`src/rtl/intreg_cycle_ctrl_pkg.sv`:
```
// Shared definitions for the Zorro III interrupt register bank sequencer:
// register addresses, FSM state and register-select encodings, reset values.
package intreg_cycle_ctrl_pkg;

  localparam logic [27:0] INTREG_ADDR  = 28'h0900000;
  localparam logic [27:0] INTVEC_ADDR  = 28'h0900004;
  localparam logic [27:0] INTMASK_ADDR = 28'h0900008;
  localparam logic [7:0]  INTVEC_RESET = 8'h18;

  typedef enum logic [1:0] {
    ST_IDLE = 2'b00,
    ST_WAIT = 2'b01,
    ST_ACK  = 2'b10,
    ST_HOLD = 2'b11
  } cyc_state_t;

  typedef enum logic [1:0] {
    SEL_INTREG  = 2'b00,
    SEL_INTVEC  = 2'b01,
    SEL_INTMASK = 2'b10,
    SEL_NONE    = 2'b11
  } reg_sel_t;

  // Address bit 0 is ignored: registers match on ADDR[27:1].
  function automatic reg_sel_t decode_addr(input logic [27:0] addr);
    reg_sel_t sel;
    sel = SEL_NONE;
    if ((addr >> 1) == (INTREG_ADDR >> 1))
      sel = SEL_INTREG;
    else if ((addr >> 1) == (INTVEC_ADDR >> 1))
      sel = SEL_INTVEC;
    else if ((addr >> 1) == (INTMASK_ADDR >> 1))
      sel = SEL_INTMASK;
    return sel;
  endfunction

endpackage

```
`src/rtl/intreg_cycle_ctrl_irq.sv`:
```
// NCR 53C710 interrupt path: rising-edge detect, sticky pending bit,
// post-clear holdoff counter and the registered active-low host INT_n.
module intreg_cycle_ctrl_irq #(
  parameter int HOLDOFF_CYCLES = 8
) (
  input  logic CLK,
  input  logic RESET,
  input  logic NCR_INT,
  input  logic clear,
  input  logic mask_en,
  output logic pending,
  output logic INT_n
);

  localparam int HW = (HOLDOFF_CYCLES > 0) ? $clog2(HOLDOFF_CYCLES + 1) : 1;

  logic          ncr_prev;
  logic [HW-1:0] holdoff;

  // A new edge beats a simultaneous clear so no request is ever lost.
  always_ff @(posedge CLK) begin
    if (RESET) begin
      ncr_prev <= 1'b0;
      pending  <= 1'b0;
      holdoff  <= '0;
      INT_n    <= 1'b1;
    end else begin
      ncr_prev <= NCR_INT;
      if (NCR_INT && !ncr_prev)
        pending <= 1'b1;
      else if (clear)
        pending <= 1'b0;
      if (clear)
        holdoff <= HW'(HOLDOFF_CYCLES);
      else if (holdoff != '0)
        holdoff <= holdoff - HW'(1);
      INT_n <= !(pending && mask_en && (holdoff == '0));
    end
  end

endmodule

```
`src/rtl/intreg_cycle_ctrl.sv`:
```
// Zorro III slave-cycle sequencer for INTREG/INTVEC/INTMASK: decode, wait
// states, commit, DTACK hold until FCS_n release or timeout.
module intreg_cycle_ctrl
  import intreg_cycle_ctrl_pkg::*;
#(
  parameter int WAIT_CYCLES    = 1,
  parameter int HOLDOFF_CYCLES = 8,
  parameter int TIMEOUT_CYCLES = 64
) (
  input  logic        CLK,
  input  logic        RESET,
  input  logic [27:0] ADDR,
  input  logic        READ,
  input  logic        FCS_n,
  input  logic        slave_cycle,
  input  logic        configured,
  input  logic [7:0]  DIN,
  input  logic        NCR_INT,
  output logic        reg_dtack,
  output logic [7:0]  DOUT,
  output logic        DOE,
  output logic        INT_n,
  output logic        cyc_err
);

  localparam int CW = (WAIT_CYCLES > 0) ? $clog2(WAIT_CYCLES + 1) : 1;
  localparam int TW = $clog2(TIMEOUT_CYCLES + 1);

  cyc_state_t    state, state_next;
  logic [CW-1:0] cnt, cnt_next;
  logic [TW-1:0] tcnt, tcnt_next;
  reg_sel_t      sel_q, sel_next, addr_sel;
  logic          read_q, read_next;
  logic          hit, timed_out;
  logic          do_read, do_write, do_release, irq_clear;
  logic [7:0]    intvec, intmask, read_data;
  logic          pending;

  assign addr_sel  = decode_addr(ADDR);
  assign hit       = slave_cycle && configured && (addr_sel != SEL_NONE);
  assign timed_out = (tcnt == TW'(TIMEOUT_CYCLES - 1));

  always_ff @(posedge CLK) begin
    if (RESET) begin
      state  <= ST_IDLE;
      cnt    <= '0;
      tcnt   <= '0;
      sel_q  <= SEL_NONE;
      read_q <= 1'b0;
    end else begin
      state  <= state_next;
      cnt    <= cnt_next;
      tcnt   <= tcnt_next;
      sel_q  <= sel_next;
      read_q <= read_next;
    end
  end

  // Releasing FCS_n while waiting aborts the cycle before anything commits.
  always_comb begin
    state_next = state;
    cnt_next   = cnt;
    tcnt_next  = tcnt;
    sel_next   = sel_q;
    read_next  = read_q;
    case (state)
      ST_IDLE:
        if (!FCS_n && hit) begin
          state_next = ST_WAIT;
          cnt_next   = CW'(WAIT_CYCLES);
          sel_next   = addr_sel;
          read_next  = READ;
        end
      ST_WAIT:
        if (FCS_n)
          state_next = ST_IDLE;
        else if (cnt == '0)
          state_next = ST_ACK;
        else
          cnt_next = cnt - CW'(1);
      ST_ACK: begin
        state_next = ST_HOLD;
        tcnt_next  = '0;
      end
      ST_HOLD:
        if (FCS_n || timed_out)
          state_next = ST_IDLE;
        else
          tcnt_next = tcnt + TW'(1);
      default: state_next = ST_IDLE;
    endcase
  end

  always_comb begin
    do_read    = (state == ST_ACK) && read_q;
    do_write   = (state == ST_ACK) && !read_q;
    do_release = (state == ST_HOLD) && (FCS_n || timed_out);
    irq_clear  = do_read && (sel_q == SEL_INTREG);
    case (sel_q)
      SEL_INTREG:  read_data = {6'b0, cyc_err, pending};
      SEL_INTVEC:  read_data = intvec;
      SEL_INTMASK: read_data = intmask;
      default:     read_data = 8'hFF;
    endcase
  end

  always_ff @(posedge CLK) begin
    if (RESET) begin
      reg_dtack <= 1'b0;
      DOUT      <= 8'hFF;
      DOE       <= 1'b0;
      cyc_err   <= 1'b0;
      intvec    <= INTVEC_RESET;
      intmask   <= 8'h00;
    end else begin
      if (state == ST_ACK)
        reg_dtack <= 1'b1;
      if (do_read) begin
        DOUT <= read_data;
        DOE  <= 1'b1;
      end
      if (do_write) begin
        if (sel_q == SEL_INTVEC)
          intvec <= DIN;
        else if (sel_q == SEL_INTMASK)
          intmask <= DIN;
      end
      if (do_release) begin
        reg_dtack <= 1'b0;
        DOE       <= 1'b0;
        DOUT      <= 8'hFF;
      end
      if (do_release && !FCS_n)
        cyc_err <= 1'b1;
      else if (irq_clear)
        cyc_err <= 1'b0;
    end
  end

  intreg_cycle_ctrl_irq #(
    .HOLDOFF_CYCLES(HOLDOFF_CYCLES)
  ) u_irq (
    .CLK    (CLK),
    .RESET  (RESET),
    .NCR_INT(NCR_INT),
    .clear  (irq_clear),
    .mask_en(intmask[0]),
    .pending(pending),
    .INT_n  (INT_n)
  );

endmodule
```
`config.mk`:
```
export PLATFORM = sky130hd
export DESIGN_NAME = intreg_cycle_ctrl
export DESIGN_NICKNAME = d
export VERILOG_FILES = /design/src/rtl/intreg_cycle_ctrl_pkg.sv /design/src/rtl/intreg_cycle_ctrl_irq.sv /design/src/rtl/intreg_cycle_ctrl.sv
export SDC_FILE = /design/constraint.sdc
export NUM_CORES = 1
export LEC_CHECK = 0
export ABC_CLOCK_PERIOD_IN_PS = 4200
export BUFFER_PORTS_ARGS = -buffer_cell sky130_fd_sc_hd__buf_4
export CORE_MARGIN = 2
export CORE_UTILIZATION = 55
export CTS_BUF_LIST = sky130_fd_sc_hd__clkbuf_8
export CTS_CLUSTER_DIAMETER = 60
export DETAILED_ROUTE_END_ITERATION = 10
export GPL_TIMING_DRIVEN = 0
export PLACE_DENSITY = 0.87
export SYNTH_ARGS = -nofsm -noshare
export SYNTH_HDL_FRONTEND = slang
export SYNTH_HIERARCHICAL = 1
export SYNTH_SLANG_ARGS = --single-unit
```
`constraint.sdc`:
```
create_clock -name CLK -period 4.2 [get_ports CLK]
set_input_delay 0.21 -clock CLK [delete_from_list [all_inputs] [get_ports CLK]]
set_output_delay 0.21 -clock CLK [all_outputs]
set_load 0.03 [all_outputs]
```
---- Word-level counts from Yosys, hierarchy flattened ----
Index checks and enable logic that the tools add are counted.
storage, ports and cells
  logic and storage cells ................. 88
  output and inout port bits .............. 12
  flip-flop bits (word level) ............. 47
cells by class
  bitwise operators ....................... 1
  equal/unequal tests ..................... 15
  muxes and demuxes ....................... 20
  reduce and logical (&&, ||, !) cells .... 33
  add/subtract/negate cells ............... 3
operators by type and width
  cell                    count
  $eq A27 B23 Y1 const B  3
  $pmux W8 S3             1
  $pmux W7 S2             1
  $mux W2                 6
  $logic_and A1 B1 Y1     11
  $ne A2 B2 Y1 const B    5
  $reduce_bool A2 Y1      5
  $reduce_and A3 Y1       3
  $mux W4                 2
  $pmux W2 S4             1
  $add A7 B1 Y7 const B   1
  $eq A7 B6 Y1 const B    1
  $mux W1                 7
  $mux W7                 1
  $eq A2 B2 Y1 const B    3
  $reduce_and A2 Y1       3
  $eq A2 B1 Y1 const B    2
  $logic_not A1 Y1        4
  $logic_not A2 Y1        2
  $logic_not A4 Y1        1
  $reduce_bool A4 Y1      1
  $reduce_or A2 Y1        2
  $sub A4 B1 Y4 const B   1
  $ne A3 B3 Y1 const B    1
  other kinds (4)         4

---- Logic depth before layout (Yosys ltp) ----
  depth in word-level cells ............... 9
  depth in mapped cells ................... 8
  gate-level depth less buffers ........... 6

---- Hierarchy ----
The synthesis kept the hierarchy.
modules (own cells, without submodules)
  module                 seq. area each (µm²)  area an instance (µm²)  instances  cells each
  intreg_cycle_ctrl      800.8                 1788.0                  1          200
  intreg_cycle_ctrl_irq  140.1                 299.0                   1          28

---- Worst setup path before layout ----
OpenSTA, ideal clock, no wires.
  path type ............................... reg-to-reg
  start ................................... register (tool-made name)
  end ..................................... register u_irq.pending
  cell stages (with the launch flop) ...... 9
  period minus slack after synthesis ...... 1.709 ns
  buffers on the path ..................... 2
  data arrival time ....................... 1.592 ns
  required time ........................... 4.083 ns
  setup time .............................. 0.117 ns
  path slack .............................. 2.491 ns
  path through ............................ dfxtp_1 -> buf_4 -> and2b_1 -> nand2_1 -> clkbuf_1 -> nor3_1 -> inv_1 -> a22oi_1 -> nor2_1
RTL lines
  item                  RTL line                     RTL
  to (signal assigned)  intreg_cycle_ctrl_irq.sv:24  pending <= 1'b0;
  to (signal assigned)  intreg_cycle_ctrl_irq.sv:30  pending <= 1'b1;
  to (signal assigned)  intreg_cycle_ctrl_irq.sv:32  pending <= 1'b0;
  to (decl)             intreg_cycle_ctrl_irq.sv:11  output logic pending,

==> key figures <==
Worst setup path
  – CP bufs+invs: 3
  – Internal reg-to-reg setup slack: 2.04 ns
  – R2R depth: 8
  – Crit Path Max Fanout: 10
  – Worst Path Arrival: 2.37 ns
  – Setup crit end kind: flop
  – Crit-path slowest cell: nor3_1
  – CP Launch Type: flop
  – Stages on worst setup path: 8
  – Critical Path Max Stage Delay: 0.49 ns
  – CP Cell Sequence: buf_4 > and2b_1 > nand2_1 > clkbuf_1 > nor3_1 > inv_1 > a22oi_1 > nor2_1
  – Critical Path End: u_irq/pending$_SDFFE_PP0P_
  – Setup CP Type: reg2reg
  – FF-to-FF End: u_irq/pending$_SDFFE_PP0P_
  – Critical Path RT: 4.41 ns
  – CP top delay family: simple AND/OR/NAND/NOR gates

Synth
  – Top FF cell, synth: dfxtp_1
  – Area share of the largest cell type after synthesis: a little under half
  – Largest area contributor in the netlist: dfxtp_1
  – Cell with the most instances after synthesis: dfxtp_1
  – EDFF count, synth: 0
  – Post-Syn Instances: 228
  – Register bit count reported by yosys: 47
  – Top cells by area, synth: dfxtp_1 (45%), mux2i_1 (8.6%), nor2_1 (5.8%)
  – Synth async-reset ratio: 0%
  – Cell Area, Synth: 2090 um2
  – Ys Warns: 6
  – Synth top cells by count: dfxtp_1 (47), nor2_1 (32), mux2i_1 (18), nand2_1 (15), a21oi_1 (13)
  – Distinct cells, synth: 47
  – Syn Area/Cell: 9.15 um2
  – Synthesized Nets: between 200 and 300
  – Seq/Total Area, Yosys: between 40% and 50%

CTS
  – TritonCTS Sinks: 47
  – Clock Latency Late Sink: 0.31 ns
  – CTS clk-pin slew, worst paths: 0.09 ns
  – CTS root buf: clkbuf_8
  – CTS Buffer Depth: 2
  – Total CTS buffers: 5
  – # resized after CTS: 0
  – Setup bufs post-CTS: 0
  – H-tree depth: 2
  – CTS Hold Bufs: 0
  – CTS tree: done

Layout
  – Layout cells sized above 1: 24.2%
  – Non-filler cells, final: 337
  – Layout Nets: 334
  – # diodes: 0
  – P&R area growth vs syn: 26.2%

Global routing
  – Total gr overflow: 0
  – Pin count of the biggest net entering global routing: 16
  – Vias in the first global route: approximately 1800
  – GRT Total Usage: 24.3%
  – Initial antenna violation count: 0
  – First-pass GRT wire length: between 7000 and 8000 um

Floorplan
  – I/O pins: between 50 and 60
  – Die Area: approximately 4300 um2
  – Core footprint: between 3000 and 4000 um2
  – Die span in x: 65.6 um
  – Rows: 22
  – Initial Utilization: 57.0%
  – Die Y: 65.6 um

Placed design
  – Hpwl dp: between 3000 and 4000 um
  – GPL Wtd Cong: 0.784
  – Inst Count DP: around 330
  – PortBufs: between 50 and 60

Drt
  – Final wirelength: 4750 um
  – Initial DRC count: 75
  – ANT nets after route: 0
  – Vias/cell: 5.70
  – Routed vias: 1922
  – DR DRC count: 0
  – Iteration count of the initial detailed-routing pass: 4
  – Per-cell routed wire length: 14.1 um

Power and ir drop
  – VDD IR max: between 0.2 and 0.25 mV
  – Combinational power share: approximately 16%
  – P_int: 0.664 mW
  – Clock network fraction of design power: between 30% and 40%
  – Switching Share: 26.3%
  – PwrDens: 342 nW/um2
  – P_sw: approximately 0.24 mW
  – Total leakage power: about 1.2 nW
  – Sequential Power Share: 52.9%

Timing
  – Maximum clock frequency: 464 MHz
  – Final hold slack: 0.114 ns
  – Final setup viols: 0
  – Clk_skew: around 0.015 ns
  – Max-slew violations: 0
  – Relative slew slack: 40.6%
  – Crit share post-route: 51.3%
  – Post-route minimum period: 2.16 ns
  – Worst-Margin Slew: 0.887 ns
  – Final hold violations: 0
  – Total Neg Setup Slack: 0 ns
  – RSZ-0062 raised after global routing: false

Job
  – Maxcap violations: 0

Run status
  – Status: finished, final reports clean

Min path
  – Hold Path Class: in2reg
==> worst min path at each step <==
| stage | from | endpoint | cells past startpoint |
|---|---|---|---|
| after floorplan | RESET | u_irq/holdoff[1]$_SDFFE_PP0P_ | 1 |
| after global placement | intmask[0]$_SDFFE_PP0P_ | u_irq/INT_n$_SDFF_PP1_ | 1 |
| after detailed placement | u_irq/pending$_SDFFE_PP0P_ | u_irq/INT_n$_SDFF_PP1_ | 1 |
| after CTS | RESET | u_irq/holdoff[1]$_SDFFE_PP0P_ | 2 |
| after global routing | RESET | u_irq/holdoff[1]$_SDFFE_PP0P_ | 2 |
| final | RESET | u_irq/holdoff[1]$_SDFFE_PP0P_ | 2 |
==> power groups by stage <==
stage / logic [mW] / clock network (mW) / registers (mW)
2_1_floorplan: 0.101 / 0 / 0.485
3_3_place_gp: 0.144 / 0 / 0.487
3_5_place_dp: 0.148 / 0 / 0.487
4_1_cts: 0.149 / 0.280 / 0.477
5_1_grt: 0.165 / 0.299 / 0.478
6_report: 0.148 / 0.277 / 0.477
==> area by class of cell <==
type / count / area [um2]
Buffer: 13 / 62.6
Clock inverter: 3 / 20.0
Tap cell: 48 / 60.1
Fill cell: 293 / 1030
Timing Repair Buffer: 53 / 398
Inverter: 6 / 22.5
Sequential cell: 47 / 941
Clock buffer: 5 / 68.8
Multi-Input combinational cell: 162 / 1060
==> per-stage QoR <==
stage	instance area [um2]	worst slack, ns	power (mW)	utilization, %
CTS	2630	2.05	0.906	71.9
floorplan	2090	2.49	0.586	-
global placement	2540	2.07	0.631	69.5
detailed placement	2540	2.08	0.635	69.5
global route	2630	1.80	0.942	71.9
finish	2630	2.04	0.901	71.9
==> kinds of logic (layout without fill, tap and decap cells) <==
kind of cell,after synthesis,count (layout),share of synthesized area [%]
buffers and inverters,19,80,4.08
xor gates and xnor gates,4,4,1.68
AOI/OAI and AO/OA,43,43,14.4
adders and majority gates,3,3,1.80
DFF,47,47,45.1
and+or+nand+nor,92,92,23.3
muxes,20,20,9.71
==> metal layers <==
layer,track usage [%],vias to the layer above,share of wire (%)
met2,40.6,75,49
met5,0,-,0
li1,-,935,-
met3,6.16,9,6.6
met1,29.5,903,43
met4,10.4,0,1.8
==> placed cells by master, fill, tap and decap left out, types with 4 or more instances in the layout <==
cell and n:
clkbuf_8 5, nor3_1 6, nand2b_1 7, inv_1 7
nand2_1 15, mux2i_1 18, o211ai_1 4, nor4_1 4
buf_4 54, clkbuf_1 9, a21oi_1 13, o311ai_0 5
dfxtp_1 47, nor2_1 32, nand3_1 8
==> sequential cells by signal, summed over array words and instances (netlist names), 2 cells and up, named ones only <==
register	count
intmask	8
sel_q	2
u_irq/holdoff	4
intvec	8
DOUT	8
tcnt	7
No activity file was read; power rests on OpenSTA's default activity.
